<file path="config.mk">
export PLATFORM = sky130hd
export DESIGN_NAME = sort_topk_collector
export DESIGN_NICKNAME = d
export VERILOG_FILES = /design/src/rtl/sort_topk_collector.sv
export SDC_FILE = /design/constraint.sdc
export NUM_CORES = 1
export LEC_CHECK = 0
export ABC_AREA = 1
export BUFFER_PORTS_ARGS = -buffer_cell sky130_fd_sc_hd__buf_4
export CAP_MARGIN = 20
export CORE_UTILIZATION = 36
export CTS_BUF_LIST = sky130_fd_sc_hd__clkbuf_8
export CTS_CLUSTER_DIAMETER = 120
export CTS_CLUSTER_SIZE = 40
export DETAILED_ROUTE_END_ITERATION = 7
export HOLD_SLACK_MARGIN = 0.02
export PLACE_DENSITY = 0.56
export SLEW_MARGIN = 40
export SYNTH_ARGS = -nofsm -noshare
export SYNTH_HDL_FRONTEND = slang
export SYNTH_SLANG_ARGS = --single-unit
</file>
<file path="constraint.sdc">
create_clock -name clk -period 5 [get_ports clk]
set_input_delay 0.5 -clock clk [delete_from_list [all_inputs] [get_ports clk]]
set_output_delay 0.5 -clock clk [all_outputs]
set_load 0.03 [all_outputs]
</file>
<file path="src/rtl/sort_topk_collector.sv">
`default_nettype none
// ============================================================================
// Module   : sort_topk_collector
// Summary  : Captures NUM sorted (value, index) beats and drains the first
//            TOPK of them over a valid/ready stream.
//            Optional macro SORT_ORDER_CHECK_EN adds an ascending-order monitor.
// Revision : 1.0  initial release
// ============================================================================
module sort_topk_collector #(
    parameter int LENGTH = 32,
    parameter int WIDTH  = 16,
    parameter int NUM    = 8,
    parameter int TOPK   = 4,
    parameter int CNT_W  = 8
) (
    input  logic              clk,
    input  logic              rst,
    input  logic              in_valid,
    input  logic [LENGTH-1:0] in_data,
    input  logic [WIDTH-1:0]  in_index,
    output logic              in_ready,
    output logic              out_valid,
    input  logic              out_ready,
    output logic [LENGTH-1:0] out_data,
    output logic [WIDTH-1:0]  out_index,
    output logic [CNT_W-1:0]  out_rank,
    output logic              out_last,
    output logic              busy,
    output logic              done,
    output logic              overflow,
    output logic              order_err
);

    localparam int               c_AW        = (NUM > 1) ? $clog2(NUM) : 1;
    localparam logic [CNT_W-1:0] c_NUM_LAST  = CNT_W'(NUM - 1);
    localparam logic [CNT_W-1:0] c_TOPK_LAST = CNT_W'(TOPK - 1);

    typedef enum logic [1:0] {
        S_IDLE    = 2'd0,
        S_CAPTURE = 2'd1,
        S_DRAIN   = 2'd2,
        S_DONE    = 2'd3
    } state_t;

    state_t r_state;
    state_t w_state_nxt;

    logic [LENGTH-1:0] r_buf_data  [NUM];
    logic [WIDTH-1:0]  r_buf_index [NUM];

    logic [CNT_W-1:0]  r_wr_ptr;
    logic [CNT_W-1:0]  r_rd_ptr;
    logic [CNT_W-1:0]  w_rd_next;
    logic [LENGTH-1:0] r_out_data;
    logic [WIDTH-1:0]  r_out_index;
    logic              r_overflow;

    logic w_accept;
    logic w_last_beat;
    logic w_handshake;
    logic w_last_out;

    assign in_ready    = (r_state == S_IDLE) || (r_state == S_CAPTURE);
    assign w_accept    = in_valid && in_ready;
    assign w_last_beat = w_accept && (r_state == S_CAPTURE) && (r_wr_ptr == c_NUM_LAST);
    assign out_valid   = (r_state == S_DRAIN);
    assign w_handshake = out_valid && out_ready;
    assign w_last_out  = (r_rd_ptr == c_TOPK_LAST);
    assign w_rd_next   = r_rd_ptr + CNT_W'(1);

    assign out_data  = r_out_data;
    assign out_index = r_out_index;
    assign out_rank  = r_rd_ptr;
    assign out_last  = out_valid && w_last_out;
    assign busy      = (r_state != S_IDLE);
    assign done      = (r_state == S_DONE);
    assign overflow  = r_overflow;

    always_ff @(posedge clk) begin
        if (!rst) begin
            r_state <= S_IDLE;
        end else begin
            r_state <= w_state_nxt;
        end
    end

    always_comb begin
        w_state_nxt = r_state;
        case (r_state)
            S_IDLE:    if (w_accept) w_state_nxt = S_CAPTURE;
            S_CAPTURE: if (w_last_beat) w_state_nxt = S_DRAIN;
            S_DRAIN:   if (w_handshake && w_last_out) w_state_nxt = S_DONE;
            S_DONE:    w_state_nxt = S_IDLE;
            default:   w_state_nxt = S_IDLE;
        endcase
    end

    // Frame storage carries no reset: contents are only read after being written.
    always_ff @(posedge clk) begin
        if (w_accept) begin
            r_buf_data[r_wr_ptr[c_AW-1:0]]  <= in_data;
            r_buf_index[r_wr_ptr[c_AW-1:0]] <= in_index;
        end
    end

    always_ff @(posedge clk) begin
        if (!rst) begin
            r_wr_ptr    <= '0;
            r_rd_ptr    <= '0;
            r_out_data  <= '0;
            r_out_index <= '0;
            r_overflow  <= 1'b0;
        end else begin
            if (in_valid && !in_ready) begin
                r_overflow <= 1'b1;
            end else if (w_accept && (r_state == S_IDLE)) begin
                r_overflow <= 1'b0;
            end

            if (w_accept) begin
                r_wr_ptr <= w_last_beat ? '0 : r_wr_ptr + CNT_W'(1);
            end

            // Entry 0 was written on an earlier beat, so rank 0 can be
            // presented in the cycle right after the final beat lands.
            if (w_last_beat) begin
                r_rd_ptr    <= '0;
                r_out_data  <= r_buf_data[0];
                r_out_index <= r_buf_index[0];
            end else if (w_handshake && !w_last_out) begin
                r_rd_ptr    <= w_rd_next;
                r_out_data  <= r_buf_data[w_rd_next[c_AW-1:0]];
                r_out_index <= r_buf_index[w_rd_next[c_AW-1:0]];
            end else if (r_state == S_DONE) begin
                r_rd_ptr <= '0;
            end
        end
    end

`ifdef SORT_ORDER_CHECK_EN
    logic [LENGTH-1:0] r_prev_data;
    logic              r_order_err;

    always_ff @(posedge clk) begin
        if (!rst) begin
            r_prev_data <= '0;
            r_order_err <= 1'b0;
        end else if (w_accept) begin
            r_prev_data <= in_data;
            if (r_state == S_IDLE) begin
                r_order_err <= 1'b0;
            end else if (in_data < r_prev_data) begin
                r_order_err <= 1'b1;
            end
        end
    end

    assign order_err = r_order_err;
`else
    assign order_err = 1'b0;
`endif

endmodule
`default_nettype wire

</file>
After elaboration in Yosys (flattened, before gate mapping)
Memories as Yosys holds them, arrays and structs flattened.
Cells that the tools add are included.
- $add $sub $neg: 2
- equal/unequal tests: 8
- muxes and demuxes: 15
- bitwise logic cells: 1
- reductions and logical operators: 19
- operators with widths (operator ; number):
    32-bit two-way mux ; 2
    16-bit two-way mux ; 2
    8-bit two-way mux ; 3
    8-bit by 1-bit adder with 8-bit output (second input constant) ; 2
    1-bit logical AND ; 9
    8-bit by 2-bit equality test with 1-bit output (second input constant) ; 1
    8-bit by 3-bit equality test with 1-bit output (second input constant) ; 1
    2-bit case mux with 4 select lines ; 1
    2-bit nonzero test ; 4
    2-bit two-way mux ; 3
    2-bit equality test (second input constant) ; 2
    1-bit two-way mux ; 4
    2-bit inequality test (second input constant) ; 2
    3-bit AND reduction ; 1
    2-bit by 1-bit equality test with 1-bit output (second input constant) ; 1
    1-bit logical NOT ; 2
    2-bit logical NOT ; 1
    2-bit by 1-bit inequality test with 1-bit output (second input constant) ; 1
    2-bit OR reduction ; 1
    1-bit logical OR ; 1
    1-bit inverter ; 1
- flip-flop bits (word level): 67
- bits in writable memories: 384
- input port bits: 52
- word-level logic and storage cells: 53
- memories: 2
- memories (name ; depth ; width ; rd ports ; clocked after Yosys merged registers in ; wr ports ; RTL line ; source):
    r_buf_data ; 8 ; 32 ; 2 ; 0 ; 1 ; 48 ; logic [LENGTH-1:0] r_buf_data [NUM];
    r_buf_index ; 8 ; 16 ; 2 ; 0 ; 1 ; 49 ; logic [WIDTH-1:0] r_buf_index [NUM];

Logic depth before layout (Yosys ltp)
Gate-level depths: netlist (run 1).
- depth in word-level cells: 7
- gate-level depth with buffers: 12
- mapped depth without buffers: 11

Worst setup path after synthesis (run 1)
No wires, ideal clock.
- path type: reg2reg
- start point: register r_state[1]
- end point: memory r_buf_data[6][0] (enable)
- data arrival time: 4.212 ns
- required time: 4.487 ns
- slack: 0.275 ns
- cell stages (with the launch flop): 7
- clock period less this slack: 4.725 ns
- path through: dfxtp_1 -> inv_1 -> ha_1 -> nor2_2 -> nor2_4 -> nand2_1 -> nor3_1
- word-level cells in the longest chain between the ends: 5
- elaborated cells between the ends (all ways): 6
- classes of those cells: eq/ne (1); mux (2); reduce/logical (3)
- ends and longest elaborated chain (item ; RTL line ; source):
    start: declaration ; 45 ; state_t r_state;
    start signal: assignment ; 83 ; r_state <= w_state_nxt;
    2-bit by 1-bit equality test with 1-bit output or 2-bit logical NOT (tied branches) ; 63 ; assign in_ready = (r_state == S_IDLE) || (r_state == S_CAPTURE);
    1-bit logical OR (*) ; 63 ;
    1-bit logical AND (*) ; 64 ; assign w_accept = in_valid && in_ready;
    1-bit two-way mux (*) ; 100 ; if (w_accept) begin
    1-bit two-way mux (implied by the code) (*) ; 101 ; r_buf_data[r_wr_ptr[c_AW-1:0]] <= in_data;
    end: declaration ; 48 ;
Mark *: on every way between the ends. The rest lies on a longest branch, timed or not.

Worst setup path in the final report (run 1)
- start point: register r_state[0]
- end point: memory r_buf_index[5][2] (enable)
- word-level cells in the longest chain between the ends: 5
- elaborated cells between the ends (all ways): 6
- classes of those cells: eq/ne (1); mux (2); reduce/logical (3)
- ends and longest elaborated chain (item ; RTL line ; source):
    2-bit by 1-bit equality test with 1-bit output or 2-bit logical NOT (tied branches) ; 63 ;
    1-bit logical OR (*) ; 63 ;
    1-bit logical AND (*) ; 64 ;
    1-bit two-way mux (*) ; 100 ;
    1-bit two-way mux (implied by the code) (*) ; 102 ; r_buf_index[r_wr_ptr[c_AW-1:0]] <= in_index;
    end: declaration ; 49 ;
Marks and branches as above.

==> reports/metrics.csv, run 1 <==
metric;value;unit
status;complete, no violations;
remaining global-route overflow;0;
syn avg cell area;10.4;um2
Total Routing Usage GR;17.7;%
hold_buf cts;0;
Root Buffer;clkbuf_8;
Max-slew headroom;45.1;%
most common flop cell mapped by yosys;edfxtp_1;
number of port buffers;113;
R2R cell count;7;
Via Count;12600;
delay-heaviest family, CP;buffers and inverters;
worst vdd ir;0.185;mV
R2R Setup Slk;2160;ps
Setup CP Type;register to register;
Worst Path Buf+Inv;3;
First-pass DRT Iterations;5;
initial antenna violation count;3;
final-stage net count;1940;
Tightest Pin Transition;823;ps
setup ws final;2160;ps
worst reg2reg startpoint;r_state[0];
Yosys top cell area share;60.8;%
most common cell after layout, fill and taps aside;nand2_1;
Tot Pwr;7.76;mW
1st-iter DRT viols;898;
first-pass GRT wire length;73000;um
vias in the first global route;12000;
Leakage Power;7.84;nW
post-synth top area cell;edfxtp_1;
WP data arrival;3110;ps
Hold Worst Slack;55.0;ps
Final Cycle Share;56.7;%
CP peak stage delay;610;ps
Switching Share;32.3;%
most frequent CP cell;inv_1;
Setup Buffers After CTS;0;
Critical Path Source Type;register;
Hold Path Class;input pin to register;
Die Y;232;um
GPL Wtd Cong;0.732;
fmax;0.352;GHz
fraction of registers with async set/reset;0;%
CTS sink count;451;
Syn Inst Count;1821;
Synth area leaders;edfxtp_1 (61%), nand2_1 (14%), dfxtp_1 (7.1%);
Synth Net Count;1879;
number of synthesis warnings;0;
unrepaired setup endpoints after global routing;no;
worst hold endpoint;overflow;
R2R Path End;r_buf_index[5][2];
die area;53600;um2
setup tns final;0;ps
CP Data Required Time;5280;ps
H-tree depth;1;
DP HPWL;26700;um
Sw Pwr;2.51;mW
Die X;232;um
Internal;5.25;mW
vias per cell;4.91;
Worst Clk Skew;41.7;ps
Power per Cell Area;372;nW/um2
FP Rows;83;
Starting Density;36.7;%
TritonCTS Buffers;15;
final instance area;20900;um2
hold_sp;in_valid;
sequential power share;58.3;%
# setup viols final;0;
Antenna Nets Post-Route;0;
Netlist cell types;32;
final slew viol count;0;
Critical-path top delay cell;buf_4;
clock network fraction of total power;17.6;%
Total Wirelength;47600;um
core area;51700;um2
Final Critical Period;2840;ps
Post-synth EDFFs;384;
drt drc;0;
Post-CTS Resized;0;
fraction of layout cells with a size suffix above 1;13.7;%
Placed Instance Area;20600;um2
mapped cell area;19000;um2
Worst setup EP type;register;
largest net degree at the start of global routing;122;
Hold Crit Depth;2;
CTS tree;yes;
Comb power frac;24.1;%
Max-Cap Viols;0;
worst-skew pair later-pin latency;640;ps
placed instance count;2544;
Area Overhead vs Synth;10.1;%
IO Count;115;
Crit Path Max Fanout;32;
DP Worst Slack;2010;ps
commonest cells after routing, fill and taps aside;nand2_1 (684), edfxtp_1 (384), nand3_1 (186), buf_4 (132), inv_1 (102);
worst-path cell chain;inv_1 > ha_1 > o21ai_0 > nor2_1 > inv_1 > nor2_4 > buf_4;
clock buffer depth;3;
Seq/Total Area, Yosys;67.8;%
final core occ;40.4;%
clk slew on worst S/H paths;240;ps
Hold Vio Cnt, Final;0;
#FFs+latches synth;451;
fin cells;2571;
average wire per standard cell;18.5;um
kinds of logic after synthesis:
family                   Yosys count  share of synthesized area, %
flip-flops                       451                          67.8
AND/OR/NAND/NOR                 1008                          22.0
XOR/XNOR                           3                         0.139
AO/OA/AOI/OAI                    151                          4.76
other                              1                        0.0198
buffers and inverters            201                          4.81
adder cells (fa/ha/maj)            6                         0.396
synth_stat cells (18+ instances only):
master,number
nand3_1,186
clkbuf_1,33
o21ai_1,23
a21oi_1,18
nor2_1,90
o21ai_0,70
nand2_1,684
a21oi_2,38
inv_1,98
nand2_2,31
dfxtp_1,67
edfxtp_1,384
buf_2,48
state kept, by name, indices dropped and copies added, names as in the netlist:
signal	cells
r_buf_data	256
r_buf_index	128
out_data	32
out_index	16
out_rank	8
r_wr_ptr	8
r_state	2
overflow	1
power groups by stage:
stage          sequential (mW)  combinational, mW  clock (mW)
2_1_floorplan             4.68               1.14           0
3_3_place_gp              4.61               1.83           0
3_5_place_dp              4.61               1.89           0
4_1_cts                   4.52               1.90        1.40
5_1_grt                   4.55               2.09        1.51
6_report                  4.52               1.87        1.37
cell type report:
| type | instances | area (um2) |
|---|---|---|
| inverters | 102 | 395 |
| multi-input cells | 1169 | 5280 |
| clock inverters | 9 | 60.1 |
| diodes | 2 | 5.00 |
| repair buffers | 143 | 1210 |
| clock buffers | 15 | 206 |
| fillers | 4989 | 30800 |
| flip-flops and latches | 451 | 12900 |
| well taps | 680 | 851 |
worst max-delay path by stage:
| stage | start | endpoint | slack [ps] | depth (start not counted) |
|---|---|---|---|---|
| 6_report | r_state[0] | r_buf_index[5][2] | 2160 | 7 |
| 3_3_place_gp | out_rank[2] | out_data[30] | 1970 | 11 |
| 4_1_cts | out_rank[2] | out_index[12] | 1950 | 9 |
| 2_1_floorplan | r_state[1] | r_buf_data[6][0] | 280 | 6 |
| 3_5_place_dp | out_rank[2] | out_data[3] | 2010 | 9 |
| 5_1_grt | r_state[0] | r_buf_index[5][2] | 1900 | 7 |
per-layer routing:
metal  part of all wire [%]  wire (um)  track usage (%)  vias up
met1                     47      22400             25.2     6156
met2                     47      22400             29.2      281
met3                    4.4       2090             1.67       46
met5                  0.027         13                0        -
met4                    1.5        735             3.84        2
li1                       -          -                -     6148
Power figures use the tool's default switching activity.
==> inputs of run 2 (changes only) <==
- clock period: 5 -> 2.5 ns (I/O delays scaled with it)
==> run 2 against run 1 <==
  * Combinational power increased by 110%
  * First-iteration DRC count up 10%
  * Worst setup slack worse by 1800 ps
  * Clock power up 99%
  * Critical path type is now register to output port
  * Critical endpoint is now out_last
  * Largest cell class unchanged
  * Highest routed layer is now met4
==> reports/metrics.csv, run 2 (synthesized netlist as in run 1, its figures left out) <==
metric;value;unit
fraction of layout cells with a size suffix above 1;14.2;%
R2R Path End;r_wr_ptr[4];
IO Count;115;
CTS tree;yes;
Final Critical Period;2150;ps
clk slew on worst S/H paths;200;ps
Crit Path Max Fanout;11;
GPL Wtd Cong;0.791;
Critical-path top delay cell;dfxtp_4;
Placed Instance Area;20900;um2
H-tree depth;1;
fmax;0.465;GHz
Total Routing Usage GR;17.9;%
Max-Cap Viols;0;
TritonCTS Buffers;15;
Max-slew headroom;52.9;%
drt drc;0;
hold_sp;out_ready;
Hold Vio Cnt, Final;0;
Root Buffer;clkbuf_8;
Tot Pwr;15.7;mW
Total Wirelength;48100;um
unrepaired setup endpoints after global routing;no;
setup ws final;348;ps
Worst setup EP type;output port;
CP Data Required Time;2250;ps
R2R cell count;10;
first-pass GRT wire length;73400;um
commonest cells after routing, fill and taps aside;nand2_1 (683), edfxtp_1 (384), nand3_1 (186), buf_4 (131), inv_1 (101);
Starting Density;36.7;%
worst-path cell chain;ha_4 > nand2_1 > nor2_1 > nand2_2 > nor2_1 > buf_4;
Antenna Nets Post-Route;0;
vias per cell;4.94;
status;complete, no violations;
most common cell after layout, fill and taps aside;nand2_1;
Die Y;232;um
Tightest Pin Transition;705;ps
Setup Buffers After CTS;0;
Filler cells;4918;
DP Worst Slack;406;ps
Hold Crit Depth;7;
max reg flops;256;
R2R Setup Slk;400;ps
DP HPWL;26400;um
final slew viol count;0;
FP Rows;83;
worst vdd ir;0.350;mV
First-pass DRT Iterations;5;
Area Overhead vs Synth;14.1;%
WP data arrival;1900;ps
Setup CP Type;register to output port;
worst-skew pair later-pin latency;620;ps
1st-iter DRT viols;992;
final-stage net count;2001;
remaining global-route overflow;0;
vias in the first global route;12200;
setup tns final;0;ps
Via Count;13000;
final core occ;41.9;%
Hold Path Class;input pin to register;
clock buffer depth;3;
CTS sink count;451;
worst reg2reg startpoint;r_state[1];
hold_buf cts;50;
Die X;232;um
Worst Clk Skew;25.6;ps
most frequent CP cell;nor2_1;
Leakage Power;8.17;nW
initial antenna violation count;1;
average wire per standard cell;18.3;um
final instance area;21700;um2
# setup viols final;0;
Power per Cell Area;725;nW/um2
Critical Path Source Type;register;
CP peak stage delay;510;ps
core area;51700;um2
worst hold endpoint;r_state[0];
Post-CTS Resized;0;
number of port buffers;113;
die area;53600;um2
largest net degree at the start of global routing;102;
Final Cycle Share;86.1;%
[run 2: changes by cell type in the layout (fill, tap and decap cells not counted), moves of 2 or more]
cell	delta
buf_16	-4
inv_4	-2
ha_1	-2
buf_12	+21
buf_8	-3
ha_4	+2
dfxtp_2	+2
dlygate4sd3_1	+50
dfxtp_1	-2
buf_6	-2
inv_2	+4
[run 2: per-layer routing]
metal	vias to the layer above	GRT usage (%)	wire length [um]
met2	304	29.8	22700
met1	6395	25.4	22700
met5	-	0	0
li1	6271	-	-
met4	0	3.58	666
met3	34	1.55	2030
[run 2: cell type report]
| class | instances | area [um2] | share of cell area, % |
|---|---|---|---|
| antenna | 1 | 2.50 | 0.0116 |
| multi-input combinational | 1169 | 5320 | 24.6 |
| clock buffer | 15 | 206 | 0.953 |
| sequential | 451 | 12900 | 59.5 |
| inverter | 102 | 388 | 1.79 |
| tap | 680 | 851 | 3.93 |
| clock inverter | 10 | 61.3 | 0.283 |
| timing repair buffer | 204 | 1940 | 8.98 |
[run 2: worst max-delay path by stage]
stage,cells past startpoint,slack (ps),from,end
global route,6,180,out_rank[0],out_last
CTS,6,280,out_rank[0],out_last
finish,6,350,out_rank[0],out_last
floorplan,6,-180,r_state[1],r_buf_data[1][0]
global placement,10,440,r_state[1],r_wr_ptr[4]
detailed placement,10,410,r_state[1],r_wr_ptr[3]
[run 2: per-stage QoR]
stage	std cells	hold WS, ps
finish	2632	156
global route	2632	225
CTS	2631	101
detailed placement	2556	475
global placement	2556	467
floorplan	1821	348
[run 2: critical path: cells and delay by family (launching register included)]
kind          cells  cell delay (ps)
flops             1              510
buf+inv           1              160
simple gates      4              400
fa+ha+maj         1              220
[run 2: report_power, final]
part / leakage [nW] / internal (mW) / switching, mW / total [mW]
clock network: 0.159 / 0.605 / 2.12 / 2.73
logic: 3.99 / 1.27 / 2.65 / 3.92
registers: 4.02 / 8.78 / 0.275 / 9.05
total: 8.17 / 10.6 / 5.05 / 15.7
==> inputs of run 3 (changes only) <==
- ABC_AREA: 1 -> default
==> run 3 against run 2 <==
  * Non-clock buffer count grew 21
  * Register-to-register slack worse by 240 ps
  * Sequential power about the same
  * Clock power grew 1%
  * Highest routed layer is now met5
==> reports/metrics.csv, run 3 <==
metric;value;unit
WP data arrival;2860;ps
Seq/Total Area, Yosys;70.1;%
mapped cell area;18400;um2
final instance area;21500;um2
number of port buffers;113;
fraction of layout cells with a size suffix above 1;15.5;%
status;complete, no violations;
worst hold endpoint;r_wr_ptr[0];
H-tree depth;1;
Max-Cap Viols;0;
# setup viols final;0;
Final Critical Period;2340;ps
most common cell after layout, fill and taps aside;edfxtp_1;
Starting Density;36.5;%
Die Y;228;um
vias in the first global route;11100;
final slew viol count;0;
average wire per standard cell;22.0;um
Antenna Nets Post-Route;0;
Critical Path Source Type;register;
placed instance count;2033;
die area;51900;um2
Power per Cell Area;722;nW/um2
first-pass GRT wire length;70200;um
CTS sink count;451;
max reg flops;256;
remaining global-route overflow;0;
vias per cell;5.45;
Hold Vio Cnt, Final;0;
worst-skew pair later-pin latency;650;ps
Final Cycle Share;93.5;%
worst-path cell chain;inv_2 > ha_4 > or4b_2 > or3_4 > buf_4 > a41oi_1 > o21ai_0;
drt drc;0;
1st-iter DRT viols;880;
TritonCTS Buffers;15;
hold_sp;rst;
commonest cells after routing, fill and taps aside;edfxtp_1 (384), nand3_1 (199), mux2i_1 (194), buf_4 (141), dfxtp_1 (64);
fraction of registers with async set/reset;0;%
syn avg cell area;14.1;um2
Synth area leaders;edfxtp_1 (63%), mux2i_1 (11%), dfxtp_1 (7.3%);
Hold Crit Depth;3;
Worst setup EP type;register;
core area;50300;um2
number of synthesis warnings;0;
Synth Net Count;1359;
Setup CP Type;register to register;
worst reg2reg startpoint;r_state[1];
unrepaired setup endpoints after global routing;no;
fin cells;2110;
Total Routing Usage GR;17.6;%
FP Rows;82;
initial antenna violation count;5;
worst vdd ir;0.445;mV
clk slew on worst S/H paths;230;ps
post-synth top area cell;edfxtp_1;
Placed Instance Area;20700;um2
Via Count;11500;
top cells by count, synth;edfxtp_1 (384), nand3_1 (199), mux2i_1 (194), clkbuf_1 (84), dfxtp_1 (67);
clock buffer depth;3;
Critical-path top delay cell;or4b_2;
Crit Path Max Fanout;11;
CP Data Required Time;3020;ps
Die X;228;um
Netlist cell types;41;
First-pass DRT Iterations;5;
final-stage net count;1486;
R2R Path End;out_index[6];
#FFs+latches synth;451;
Area Overhead vs Synth;16.8;%
largest net degree at the start of global routing;100;
R2R cell count;7;
Worst Clk Skew;58.0;ps
Post-synth EDFFs;384;
Yosys top cell area share;62.8;%
CP peak stage delay;590;ps
Hold Path Class;input pin to register;
IO Count;115;
most numerous cell in the Yosys netlist;edfxtp_1;
Max-slew headroom;49.2;%
Leakage Power;6.64;nW
Total Wirelength;46400;um
Tot Pwr;15.5;mW
Tightest Pin Transition;762;ps
Syn Inst Count;1301;
R2R Setup Slk;160;ps
CTS tree;yes;
DP HPWL;25600;um
most common flop cell mapped by yosys;edfxtp_1;
GPL Wtd Cong;0.755;
Root Buffer;clkbuf_8;
fmax;0.428;GHz
==> run 3: cell count changes after synthesis, sizes merged, moves of 50 or more <==
cell / before / now
nor2: 97 / 16
inv: 102 / 8
nor4: 0 / 50
clkbuf: 33 / 84
nand2: 717 / 58
mux2i: 0 / 194
==> run 3: what timing repair did <==
item	CTS	global route
endpoints found under the hold margin	391	0
hold buffers	50	0
buffers inserted	0	0
gates resized for setup	1	1
pin swaps	0	0
endpoints found under the setup margin	1	50
==> run 3: metal layers <==
layer | part of all wire, % | vias up | global-route usage [%]
met2 | 46 | 302 | 28.4
met3 | 4.5 | 56 | 2.14
li1 | - | 5316 | -
met1 | 47 | 5821 | 25.1
met5 | 0.050 | - | 0
met4 | 1.7 | 4 | 4.30
==> run 3: worst max path at each step <==
stage                             to        from
floorplan           r_buf_data[2][0]  r_state[1]
global placement         out_data[4]  r_state[1]
detailed placement      out_data[18]  r_state[1]
CTS                    out_index[10]  r_state[1]
global route           out_index[13]  r_state[1]
finish                  out_index[6]  r_state[1]
==> run 3: area by class of cell <==
type                            count  area [um2]
Multi-Input combinational cell    727        5180
Clock inverter                      8        58.8
Clock buffer                       16         220
Antenna cell                        3        7.51
Inverter                            8        32.5
Fill cell                        4622       28800
Timing Repair Buffer              225        2240
Sequential cell                   451       12900
Tap cell                          672         841
==> run 3: logic make-up (layout without fill, tap and decap cells) <==
family,after synthesis,in the layout,synth area share [%]
multiplexers,194,194,10.6
adder cells (fa/ha/maj),6,6,0.409
other,1,4,0.0204
AO/OA/AOI/OAI,119,119,4.58
AND/OR/NAND/NOR,399,399,11.3
buffers and inverters,123,257,2.70
flip-flops,451,451,70.1
XOR/XNOR,8,8,0.381
==> run 3: where the power goes <==
part	switching (mW)	internal, mW	leakage (nW)	total, mW
Sequential	0.262	8.76	4.02	9.03
Clock	2.14	0.631	0.163	2.77
Combinational	2.29	1.40	2.46	3.70
Total	4.69	10.8	6.64	15.5
==> run 3: critical path, delay by kind of cell, from the launching register on <==
kind,cells,cell delay [ps]
simple gates,2,1040
flops,1,400
compound gates,2,320
buf+inv,2,310
fa+ha+maj,1,130
==> run 3: metrics by stage <==
stage | setup slack (ps) | hold WS [ps] | TNS (ps) | util (%)
final | 161 | 168 | 0 | 42.7
after global routing | 29.0 | 146 | 0 | 42.7
after CTS | 2.21 | 111 | 0 | 42.7
after detailed placement | 42.4 | 481 | 0 | 41.1
after global placement | 95.5 | 471 | 0 | 41.1
after floorplan | -193 | 349 | -54410 | -
